`config.mk`:
```
export PLATFORM = sky130hd
export DESIGN_NAME = simd_issue_ctrl_flat
export DESIGN_NICKNAME = d
export VERILOG_FILES = /design/src/rtl/simd_issue_ctrl_pkg.sv /design/src/rtl/simd_issue_ctrl_if.sv /design/src/rtl/simd_issue_ctrl_vreg_file.sv /design/src/rtl/simd_issue_ctrl.sv /design/src/flat_wrapper.sv
export SDC_FILE = /design/constraint.sdc
export NUM_CORES = 2
export LEC_CHECK = 0
export BUFFER_PORTS_ARGS = -buffer_cell sky130_fd_sc_hd__buf_4
export CAP_MARGIN = 25
export CELL_PAD_IN_SITES_DETAIL_PLACEMENT = 0
export CELL_PAD_IN_SITES_GLOBAL_PLACEMENT = 1
export CORE_UTILIZATION = 55
export CTS_BUF_LIST = sky130_fd_sc_hd__clkbuf_2 sky130_fd_sc_hd__clkbuf_4 sky130_fd_sc_hd__clkbuf_8
export CTS_CLUSTER_SIZE = 25
export DETAILED_ROUTE_END_ITERATION = 12
export PLACE_DENSITY_LB_ADDON = 0.1
export REMOVE_ABC_BUFFERS = 1
export SLEW_MARGIN = 20
export SYNTH_ARGS = -nofsm -noshare
export SYNTH_HDL_FRONTEND = slang
export SYNTH_HIERARCHICAL = 1
export SYNTH_SLANG_ARGS = --single-unit
```
`constraint.sdc`:
```
create_clock -name clk -period 20.8 [get_ports clk]
set_input_delay 1.04 -clock clk [delete_from_list [all_inputs] [get_ports clk]]
set_output_delay 1.04 -clock clk [all_outputs]
set_load 0.02 [all_outputs]
```
`src/rtl/simd_issue_ctrl_pkg.sv`:
```
// Shared definitions for the SIMD issue controller: PE op-select and opcode
// encodings, FSM states and the default-width instruction layout.
package simd_issue_ctrl_pkg;

   localparam int OP_SEL_WIDTH  = 2;
   localparam int OPC_WIDTH     = 3;
   localparam int DEF_REG_AW    = 3;
   localparam int DEF_IMM_WIDTH = 16;

   typedef enum logic [OP_SEL_WIDTH-1:0] {
      OP_MOV = 2'd0,
      OP_ADD = 2'd1,
      OP_SUB = 2'd2,
      OP_MUL = 2'd3
   } pe_op_t;

   typedef enum logic [OPC_WIDTH-1:0] {
      OPC_MOV  = 3'd0,
      OPC_ADD  = 3'd1,
      OPC_SUB  = 3'd2,
      OPC_MUL  = 3'd3,
      OPC_LDI  = 3'd4,
      OPC_RDV  = 3'd5,
      OPC_NOP6 = 3'd6,
      OPC_NOP7 = 3'd7
   } simd_opc_t;

   typedef enum logic [1:0] {
      ST_IDLE,
      ST_EXEC,
      ST_OUT
   } state_t;

   typedef struct packed {
      simd_opc_t                opc;
      logic [DEF_REG_AW-1:0]    rd;
      logic [DEF_REG_AW-1:0]    ra;
      logic [DEF_REG_AW-1:0]    rb;
      logic [DEF_IMM_WIDTH-1:0] imm;
   } instr_t;

   function automatic logic is_alu(input simd_opc_t o);
      return (o inside {OPC_MOV, OPC_ADD, OPC_SUB, OPC_MUL});
   endfunction

endpackage

```
`src/rtl/simd_issue_ctrl_if.sv`:
```
// Instruction, PE-lane and read-out signals of the SIMD issue controller.
// master = issuer/PE-array side, slave = controller side.
interface simd_issue_ctrl_if #(
   parameter int DATA_WIDTH = 32,
   parameter int NUM_LANES  = 4,
   parameter int NUM_REGS   = 8,
   parameter int IMM_WIDTH  = 16
);
   import simd_issue_ctrl_pkg::*;

   localparam int REG_AW = $clog2(NUM_REGS);
   localparam int IW     = 3 + 3*REG_AW + IMM_WIDTH;
   localparam int VW     = NUM_LANES*DATA_WIDTH;

   logic                    instr_valid;
   logic                    instr_ready;
   logic [IW-1:0]           instr;
   logic [OP_SEL_WIDTH-1:0] pe_op;
   logic [VW-1:0]           pe_a;
   logic [VW-1:0]           pe_b;
   logic [VW-1:0]           pe_c;
   logic                    out_valid;
   logic                    out_ready;
   logic [VW-1:0]           out_data;
   logic                    busy;

   modport master (
      output instr_valid, instr, pe_c, out_ready,
      input  instr_ready, pe_op, pe_a, pe_b, out_valid, out_data, busy
   );

   modport slave (
      input  instr_valid, instr, pe_c, out_ready,
      output instr_ready, pe_op, pe_a, pe_b, out_valid, out_data, busy
   );

endinterface

```
`src/rtl/simd_issue_ctrl_vreg_file.sv`:
```
// Vector register file: NUM_REGS entries of NUM_LANES*DATA_WIDTH bits,
// two combinational read ports, one synchronous write port, sync clear.
module simd_vreg_file #(
   parameter int DATA_WIDTH = 32,
   parameter int NUM_LANES  = 4,
   parameter int NUM_REGS   = 8
) (
   input  logic                          clk,
   input  logic                          rst,
   input  logic [$clog2(NUM_REGS)-1:0]   rd_addr_a,
   output logic [NUM_LANES*DATA_WIDTH-1:0] rd_data_a,
   input  logic [$clog2(NUM_REGS)-1:0]   rd_addr_b,
   output logic [NUM_LANES*DATA_WIDTH-1:0] rd_data_b,
   input  logic                          wr_en,
   input  logic [$clog2(NUM_REGS)-1:0]   wr_addr,
   input  logic [NUM_LANES*DATA_WIDTH-1:0] wr_data
);
   localparam int VW = NUM_LANES*DATA_WIDTH;

   logic [VW-1:0] regs [NUM_REGS];

   always_ff @(posedge clk) begin
      if (rst) begin
         for (int unsigned i = 0; i < NUM_REGS; i++) regs[i] <= '0;
      end else if (wr_en) begin
         regs[wr_addr] <= wr_data;
      end
   end

   assign rd_data_a = regs[rd_addr_a];
   assign rd_data_b = regs[rd_addr_b];

endmodule

```
`src/rtl/simd_issue_ctrl.sv`:
```
// SIMD issue controller: decodes instructions, drives the external PE lanes
// and owns the vector register file. Optional SIMD_PERF_CNT_EN adds retired_count.
module simd_issue_ctrl #(
   parameter int DATA_WIDTH = 32,
   parameter int NUM_LANES  = 4,
   parameter int NUM_REGS   = 8,
   parameter int IMM_WIDTH  = 16
) (
   input logic              clk,
   input logic              rst,
   simd_issue_ctrl_if.slave bus
`ifdef SIMD_PERF_CNT_EN
   ,
   output logic [31:0]      retired_count
`endif
);
   import simd_issue_ctrl_pkg::*;

   localparam int REG_AW = $clog2(NUM_REGS);
   localparam int IW     = 3 + 3*REG_AW + IMM_WIDTH;
   localparam int VW     = NUM_LANES*DATA_WIDTH;

   state_t state, next;
   logic   accept;

   simd_opc_t                    f_opc;
   logic [REG_AW-1:0]            f_rd, f_ra, f_rb;
   logic signed [IMM_WIDTH-1:0]  f_imm;
   logic [DATA_WIDTH-1:0]        imm_ext;

   logic [REG_AW-1:0] lat_rd, lat_ra, lat_rb;
   pe_op_t            lat_op;
   logic [VW-1:0]     out_q;

   logic [REG_AW-1:0] rf_addr_a, rf_wa;
   logic [VW-1:0]     rf_data_a, rf_data_b, rf_wd;
   logic              rf_we;

   assign f_opc   = simd_opc_t'(bus.instr[IW-1 -: 3]);
   assign f_rd    = bus.instr[IMM_WIDTH + 2*REG_AW +: REG_AW];
   assign f_ra    = bus.instr[IMM_WIDTH + REG_AW +: REG_AW];
   assign f_rb    = bus.instr[IMM_WIDTH +: REG_AW];
   assign f_imm   = bus.instr[IMM_WIDTH-1:0];
   assign imm_ext = DATA_WIDTH'(f_imm);

   always_ff @(posedge clk) begin
      if (rst) state <= ST_IDLE;
      else     state <= next;
   end

   always_comb begin
      next            = state;
      accept          = 1'b0;
      bus.instr_ready = 1'b0;
      case (state)
         ST_IDLE: begin
            bus.instr_ready = !rst;
            accept          = bus.instr_valid && !rst;
            if (accept) begin
               if (is_alu(f_opc))        next = ST_EXEC;
               else if (f_opc == OPC_RDV) next = ST_OUT;
            end
         end
         ST_EXEC: next = ST_IDLE;
         ST_OUT:  if (bus.out_ready) next = ST_IDLE;
         default: next = ST_IDLE;
      endcase
   end

   always_ff @(posedge clk) begin
      if (rst) begin
         lat_rd <= '0;
         lat_ra <= '0;
         lat_rb <= '0;
         lat_op <= OP_MOV;
         out_q  <= '0;
      end else if (accept) begin
         lat_rd <= f_rd;
         lat_ra <= f_ra;
         lat_rb <= f_rb;
         lat_op <= pe_op_t'(f_opc[1:0]);
         if (f_opc == OPC_RDV) out_q <= rf_data_a;
      end
   end

   // Read port A serves RDV (addressed by rd) in IDLE and operand A in EXEC;
   // LDI writes at its accept edge so a following RDV sees the new value.
   assign rf_addr_a = (state == ST_EXEC) ? lat_ra : f_rd;
   assign rf_we     = (state == ST_EXEC) || (accept && f_opc == OPC_LDI);
   assign rf_wa     = (state == ST_EXEC) ? lat_rd : f_rd;
   assign rf_wd     = (state == ST_EXEC) ? bus.pe_c : {NUM_LANES{imm_ext}};

   simd_vreg_file #(
      .DATA_WIDTH (DATA_WIDTH),
      .NUM_LANES  (NUM_LANES),
      .NUM_REGS   (NUM_REGS)
   ) u_vreg (
      .clk       (clk),
      .rst       (rst),
      .rd_addr_a (rf_addr_a),
      .rd_data_a (rf_data_a),
      .rd_addr_b (lat_rb),
      .rd_data_b (rf_data_b),
      .wr_en     (rf_we),
      .wr_addr   (rf_wa),
      .wr_data   (rf_wd)
   );

   assign bus.pe_op     = (state == ST_EXEC) ? lat_op : OP_MOV;
   assign bus.pe_a      = (state == ST_EXEC) ? rf_data_a : '0;
   assign bus.pe_b      = (state == ST_EXEC) ? rf_data_b : '0;
   assign bus.out_valid = (state == ST_OUT);
   assign bus.out_data  = out_q;
   assign bus.busy      = (state != ST_IDLE);

`ifdef SIMD_PERF_CNT_EN
   logic retire;
   assign retire = (state == ST_EXEC) ||
                   (state == ST_OUT && bus.out_ready) ||
                   (accept && !is_alu(f_opc) && f_opc != OPC_RDV);

   always_ff @(posedge clk) begin
      if (rst)         retired_count <= '0;
      else if (retire) retired_count <= retired_count + 32'd1;
   end
`endif

endmodule

```
`src/flat_wrapper.sv`:
```
// flat-port wrapper written by rule: the top's interface ports become plain ports
module simd_issue_ctrl_flat import simd_issue_ctrl_pkg::*;
#(
   parameter int DATA_WIDTH = 32,
   parameter int NUM_LANES  = 4,
   parameter int NUM_REGS   = 8,
   parameter int IMM_WIDTH  = 16
)
  (clk, rst, bus_instr_valid, bus_instr, bus_pe_c, bus_out_ready, bus_instr_ready, bus_pe_op, bus_pe_a, bus_pe_b, bus_out_valid, bus_out_data, bus_busy);
  simd_issue_ctrl_if #(.DATA_WIDTH(DATA_WIDTH), .NUM_LANES(NUM_LANES), .NUM_REGS(NUM_REGS), .IMM_WIDTH(IMM_WIDTH)) bus_i ();
  input logic clk;
  input logic rst;
  input wire logic [$bits(bus_i.instr_valid)-1:0] bus_instr_valid;
  input wire logic [$bits(bus_i.instr)-1:0] bus_instr;
  input wire logic [$bits(bus_i.pe_c)-1:0] bus_pe_c;
  input wire logic [$bits(bus_i.out_ready)-1:0] bus_out_ready;
  output wire logic [$bits(bus_i.instr_ready)-1:0] bus_instr_ready;
  output wire logic [$bits(bus_i.pe_op)-1:0] bus_pe_op;
  output wire logic [$bits(bus_i.pe_a)-1:0] bus_pe_a;
  output wire logic [$bits(bus_i.pe_b)-1:0] bus_pe_b;
  output wire logic [$bits(bus_i.out_valid)-1:0] bus_out_valid;
  output wire logic [$bits(bus_i.out_data)-1:0] bus_out_data;
  output wire logic [$bits(bus_i.busy)-1:0] bus_busy;
  assign bus_i.instr_valid = bus_instr_valid;
  assign bus_i.instr = bus_instr;
  assign bus_i.pe_c = bus_pe_c;
  assign bus_i.out_ready = bus_out_ready;
  assign bus_instr_ready = bus_i.instr_ready;
  assign bus_pe_op = bus_i.pe_op;
  assign bus_pe_a = bus_i.pe_a;
  assign bus_pe_b = bus_i.pe_b;
  assign bus_out_valid = bus_i.out_valid;
  assign bus_out_data = bus_i.out_data;
  assign bus_busy = bus_i.busy;
  simd_issue_ctrl #(.DATA_WIDTH(DATA_WIDTH), .NUM_LANES(NUM_LANES), .NUM_REGS(NUM_REGS), .IMM_WIDTH(IMM_WIDTH)) u_core (.clk(clk), .rst(rst), .bus(bus_i));
endmodule
```
Word-level counts from Yosys, hierarchy flattened --
Memory sizes are Yosys's and may differ from the RTL's. A register that Yosys moved wholly into a read port is not among the register bits. Cells that the tools add are included.
Word-level totals: register bits 141, memory bits (writable) 1024, bits of input ports 160, output and inout bits 389, memories 1
Operators by class: equality and inequality tests 10, mux-type cells 23, reduce and logical (&&, ||, !) cells 11
Memories:
- u_core.u_vreg.regs | depth 8, width 128, rd ports 2, clocked after Yosys merged registers in 1, write ports 8, line simd_issue_ctrl_vreg_file.sv:20 | logic [VW-1:0] regs [NUM_REGS];
Operator list (number):
- $mux 128 | 4
- $reduce_or 128->1 | 1
- $mux 3 | 5
- $mux 2 | 5
- $mux 1 | 8
- $eq 3x2->1 const B | 2
- $eq 3x3->1 const B | 2
- $pmux 2 s2 | 1
- $reduce_bool 4->1 | 1
- $eq 3x1->1 const B | 1
- $logic_not 3->1 | 1
- $ne 3x1->1 const B | 1
- $reduce_and 3->1 | 1
- $eq 2x1->1 const B | 1
- $eq 2x2->1 const B | 1
- $logic_and 1x1->1 | 2
- $logic_not 2->1 | 1
- $ne 2x1->1 const B | 1
- $ne 2x2->1 const B | 1
- $reduce_and 2->1 | 1
- $reduce_bool 2->1 | 1
- $logic_not 1->1 | 1
- $logic_or 1x1->1 | 1

Depth between registers and ports, before layout --
depth after elaboration 10, gate-level depth with buffers 12, gate-level depth less buffers 6

Cells and area by module --
Netlist, hierarchy kept.
By module, submodules not included:
- simd_vreg_file | instances 1, cells each 3330, area each 53945.5 um^2, seq. area each 30749.5 um^2
- simd_issue_ctrl | instances 1, cells each 1099, area each 8702.1 um^2, seq. area each 2822.7 um^2

Worst setup path before layout --
OpenSTA, ideal clock, no wires.
kind input -> register, start input rst, end memory u_core/u_vreg/regs[4][0] (netlist name) (enable), setup time 642 ps, arrival time 8537 ps, required time 20158 ps, path slack 11621 ps, cell stages on the path 10, path buffers 5, path through clkbuf_1 inv_1 clkbuf_1 a41oi_1 nor2_1 or3b_1 clkbuf_1 buf_2 buf_1 o21bai_1
RTL lines:
- from (decl) | line flat_wrapper.sv:12 | input logic rst;
- to (decl) | line simd_issue_ctrl_vreg_file.sv:20

Worst setup path in the final report --
start register u_core.state[0], end output bus_pe_a[99]
Between the ends: cells in the longest elaborated chain, start to end 4
Ends and longest elaborated chain:
- from (decl) | line simd_issue_ctrl.sv:23 | state_t state, next;
- from (signal assigned) | line simd_issue_ctrl.sv:48 | else state <= next;
- $eq 2x1->1 | line simd_issue_ctrl.sv:88 | assign rf_addr_a = (state == ST_EXEC) ? lat_ra : f_rd;
- $mux 3 | line simd_issue_ctrl.sv:88
- via u_core.rf_addr_a[0] | line simd_issue_ctrl.sv:35 | logic [REG_AW-1:0] rf_addr_a, rf_wa;
- $mem_v2 8x128
- via u_core.rf_data_a[99] | line simd_issue_ctrl.sv:36 | logic [VW-1:0] rf_data_a, rf_data_b, rf_wd;
- $mux 128 | line simd_issue_ctrl.sv:110 | assign bus.pe_a = (state == ST_EXEC) ? rf_data_a : '0;
- to (decl) | line flat_wrapper.sv:19 | output wire logic [$bits(bus_i.pe_a)-1:0] bus_pe_a;
The timed path passes the listed nets, and every way through them passes these cells.

==> results.toml <==
[outcome]
status = "finished, final reports clean"

[clock_network]
cts_hold_buffers = 0
cts_setup_buffers = 0
cts_tree = "built"
clockBufferDepth = 3
cts_resized = 0
htreeDepth = 4
cts.clk_slew.worst_paths_ns = 0.06
numCtsBuffers = 193
clock_insertion_delay_worst_skew_ns = 0.89
cts-root-buf = "clkbuf_8"
cts_sinks = 1165

[floorplan]
start_util_pct = 55.6
dieArea_mm2 = 0.115
core_mm2 = 0.113
num_io_pins = 549
die_width_um = 339
die_y_um = 339
num_rows = 123

[detailed_routing]
wire_per_inst_um = 28.9
antenna_left = 0
wl_um = 186000
drt-initial-drc-count = 4049
drc = 0
num_vias = 42316
via_per_inst = 6.56
dr.pass1.iters = 5

[timing]
fin_worst_skew_ns = 0.0358
setup_viol = 0
max-slew-margin-rel_pct = 26.2
finalCritPeriodShare_pct = 40.1
tightest_slew_ns = 1.11
setup_tns_ns = 0
max_freq_ghz = 0.120
period_minus_slack_ns = 8.33
slew_violations = 0
rsz0062_at_grt = "false"
hold_viol = 0

[place]
finalWeightedCongestion = 0.789
dp_hpwl_um = 102000
io_buffers = 548

[min_path]
holdPathStages = 2
min_path_type = "in -> reg"
whs_endpoint = "u_core/state[0]$_SDFFE_PP0P_"
min_from = "bus_instr[27]"

[cells_and_area]
drive_gt1_share_pct = 37.7
nets = 4939
final_common_cell = "edfxtp_1"
syn2layout_area_growth_pct = 13.5
layout_common_cells = "1024 x edfxtp_1, 893 x nor3_1, 626 x buf_4, 413 x mux4_2, 260 x mux2_2"

[worst_setup_path]
path_class = "reg -> out"
arrival_ns = 7.29
worst-path-max-fanout = 111
r2r_slack_ns = 14.30
r2r-end = "u_core/bus.out_data[99]$_SDFFE_PP0P_"
ff2ff_path_depth = 11
critical_path.startpoint_type = "flop"
startpoint = "u_core/state[0]$_SDFFE_PP0P_"
crit-reg2reg-launch = "u_core/state[0]$_SDFFE_PP0P_"
endpoint_kind = "output port"
cp.required_ns = 19.76

[synthesis]
synthArstFlopShare_pct = 0
synth_ff_type = "edfxtp_1"
ys_seq_elements = 1165
synth.yosys.seq_area_share_pct = 53.6
synth_cell_types = 37
avgSynthCellArea_um2 = 14.1
synthCells = 4429
synth_edf_count = 1024
yosys_warnings = 6
netlist_area_mm2 = 0.0626

[pwr]
ir_worst_vdd_v = 0.0000506
clock_power_share_pct = 37.3
powerDensity_mw_per_mm2 = 77.4
power_frac_seq_pct = 48.5
power_mw = 5.50
p_sw_share_pct = 26.6
switching_power_mw = 1.46
p_comb_share_pct = 14.3
internal_power_mw = 4.04
p_leak_nw = 25.3

[global_route]
grt_pass1_wl_um = 276000
gr-total-overflow = 0
antenna_found_initial = 5
grt_pass1_vias = 43335
grt_max_degree = 195
grt_usage_pct = 32.0

[run]
cap_violations = 0
## metal layers
layer / global-route usage, % / routed length [um]
met1: 43.0 / 73100
met2: 52.5 / 91300
met3: 6.12 / 16400
met4: 11.0 / 5270
met5: 0 / 7
## state kept, by name (all words and copies together) (netlist names)
signal,cells
u_core/state,2
u_core/lat_rd,3
u_core/bus.out_data,128
u_core/lat_op,2
u_core/lat_ra,3
u_core/lat_rb,3
u_core/u_vreg/regs,1024
## worst max-delay path, cell delays in order, from the launching register on
cell	delay, ns
dfxtp_1	0.46
nor2b_4	0.70
nand2_1	0.21
nand2_4	0.49
buf_4	0.73
buf_4	0.77
buf_12	0.80
buf_4	0.44
buf_16	0.33
mux4_1	0.61
mux2_2	0.34
and2_1	0.16
buf_4	0.15
## cells by family (layout without fill, tap and decap cells)
group           count (synthesis)  count (layout)  synth area share, %
compound gates                216             216                 2.81
other cells                     0               2                    0
flops                        1165            1165                 53.6
simple gates                 1536            1536                 13.7
mux                           833             833                 24.8
buf+inv                       679            1196                 5.16
## through the flow
step                      setup slack, ns  cells  hold slack [ns]  area (um^2)  util, %
after floorplan                    -15.03   3944            0.431        60100        -
after CTS                           12.00   6441            0.288        71000     63.0
final                               12.47   6448            0.355        71100     63.1
after global placement              13.11   6076            0.444        67000     59.5
after detailed placement            12.97   6079            0.453        67100     59.5
after global routing                11.91   6448            0.330        71100     63.1
## synth_stat cells, types with 8 or more instances
cell      count  area share [%]
o21ai_0      10           0.080
mux2_2      260             4.7
and2_1      259             2.6
buf_8         9            0.22
nor3_2      131             2.1
buf_6        41            0.74
dfxtp_1     141             4.5
buf_4        16            0.19
nor3_1      893             7.1
inv_1        66            0.40
nor2b_1      67            0.67
o21bai_1      8           0.096
a31o_2       64            0.89
mux2_1       60             1.1
a21o_1       69            0.83
buf_2        79            0.63
buf_1        59            0.35
edfxtp_1   1024              49
mux4_2      413              15
mux4_1       98             4.1
a311oi_1     64            0.89
clkbuf_1    274             1.6
nand2_1     171             1.0
clkinv_1    128            0.77
## final cells by class
cell class              instances  area (um^2)
diodes                          2         5.00
clock buffers                 297         3550
clock inverters                65          374
fillers                      8689        41500
inverters                     194          729
multi-input cells            2585        26000
flip-flops and latches       1165        33600
well taps                    1500         1880
repair buffers                640         5000
## power by group through the flow
| stage | Combinational, mW | Sequential (mW) | Clock, mW |
|---|---|---|---|
| 2_1_floorplan | 0.580 | 2.74 | 0 |
| 3_3_place_gp | 0.774 | 2.71 | 0 |
| 3_5_place_dp | 0.778 | 2.71 | 0 |
| 4_1_cts | 0.781 | 2.67 | 2.08 |
| 5_1_grt | 0.823 | 2.67 | 2.18 |
| 6_report | 0.785 | 2.67 | 2.05 |
## how the worst max path moves through the flow
stage                                             end  slack (ns)  depth (start not counted)
2_1_floorplan  u_core/u_vreg/regs[0][0]$_SDFFCE_PN0P_      -15.03                          5
3_3_place_gp                             bus_pe_a[99]       13.11                         11
3_5_place_dp                             bus_pe_a[99]       12.97                         11
4_1_cts                                  bus_pe_a[99]       12.00                         11
5_1_grt                                  bus_pe_a[99]       11.91                         12
6_report                                 bus_pe_a[99]       12.47                         12
No activity file was read; power rests on OpenSTA's default activity.
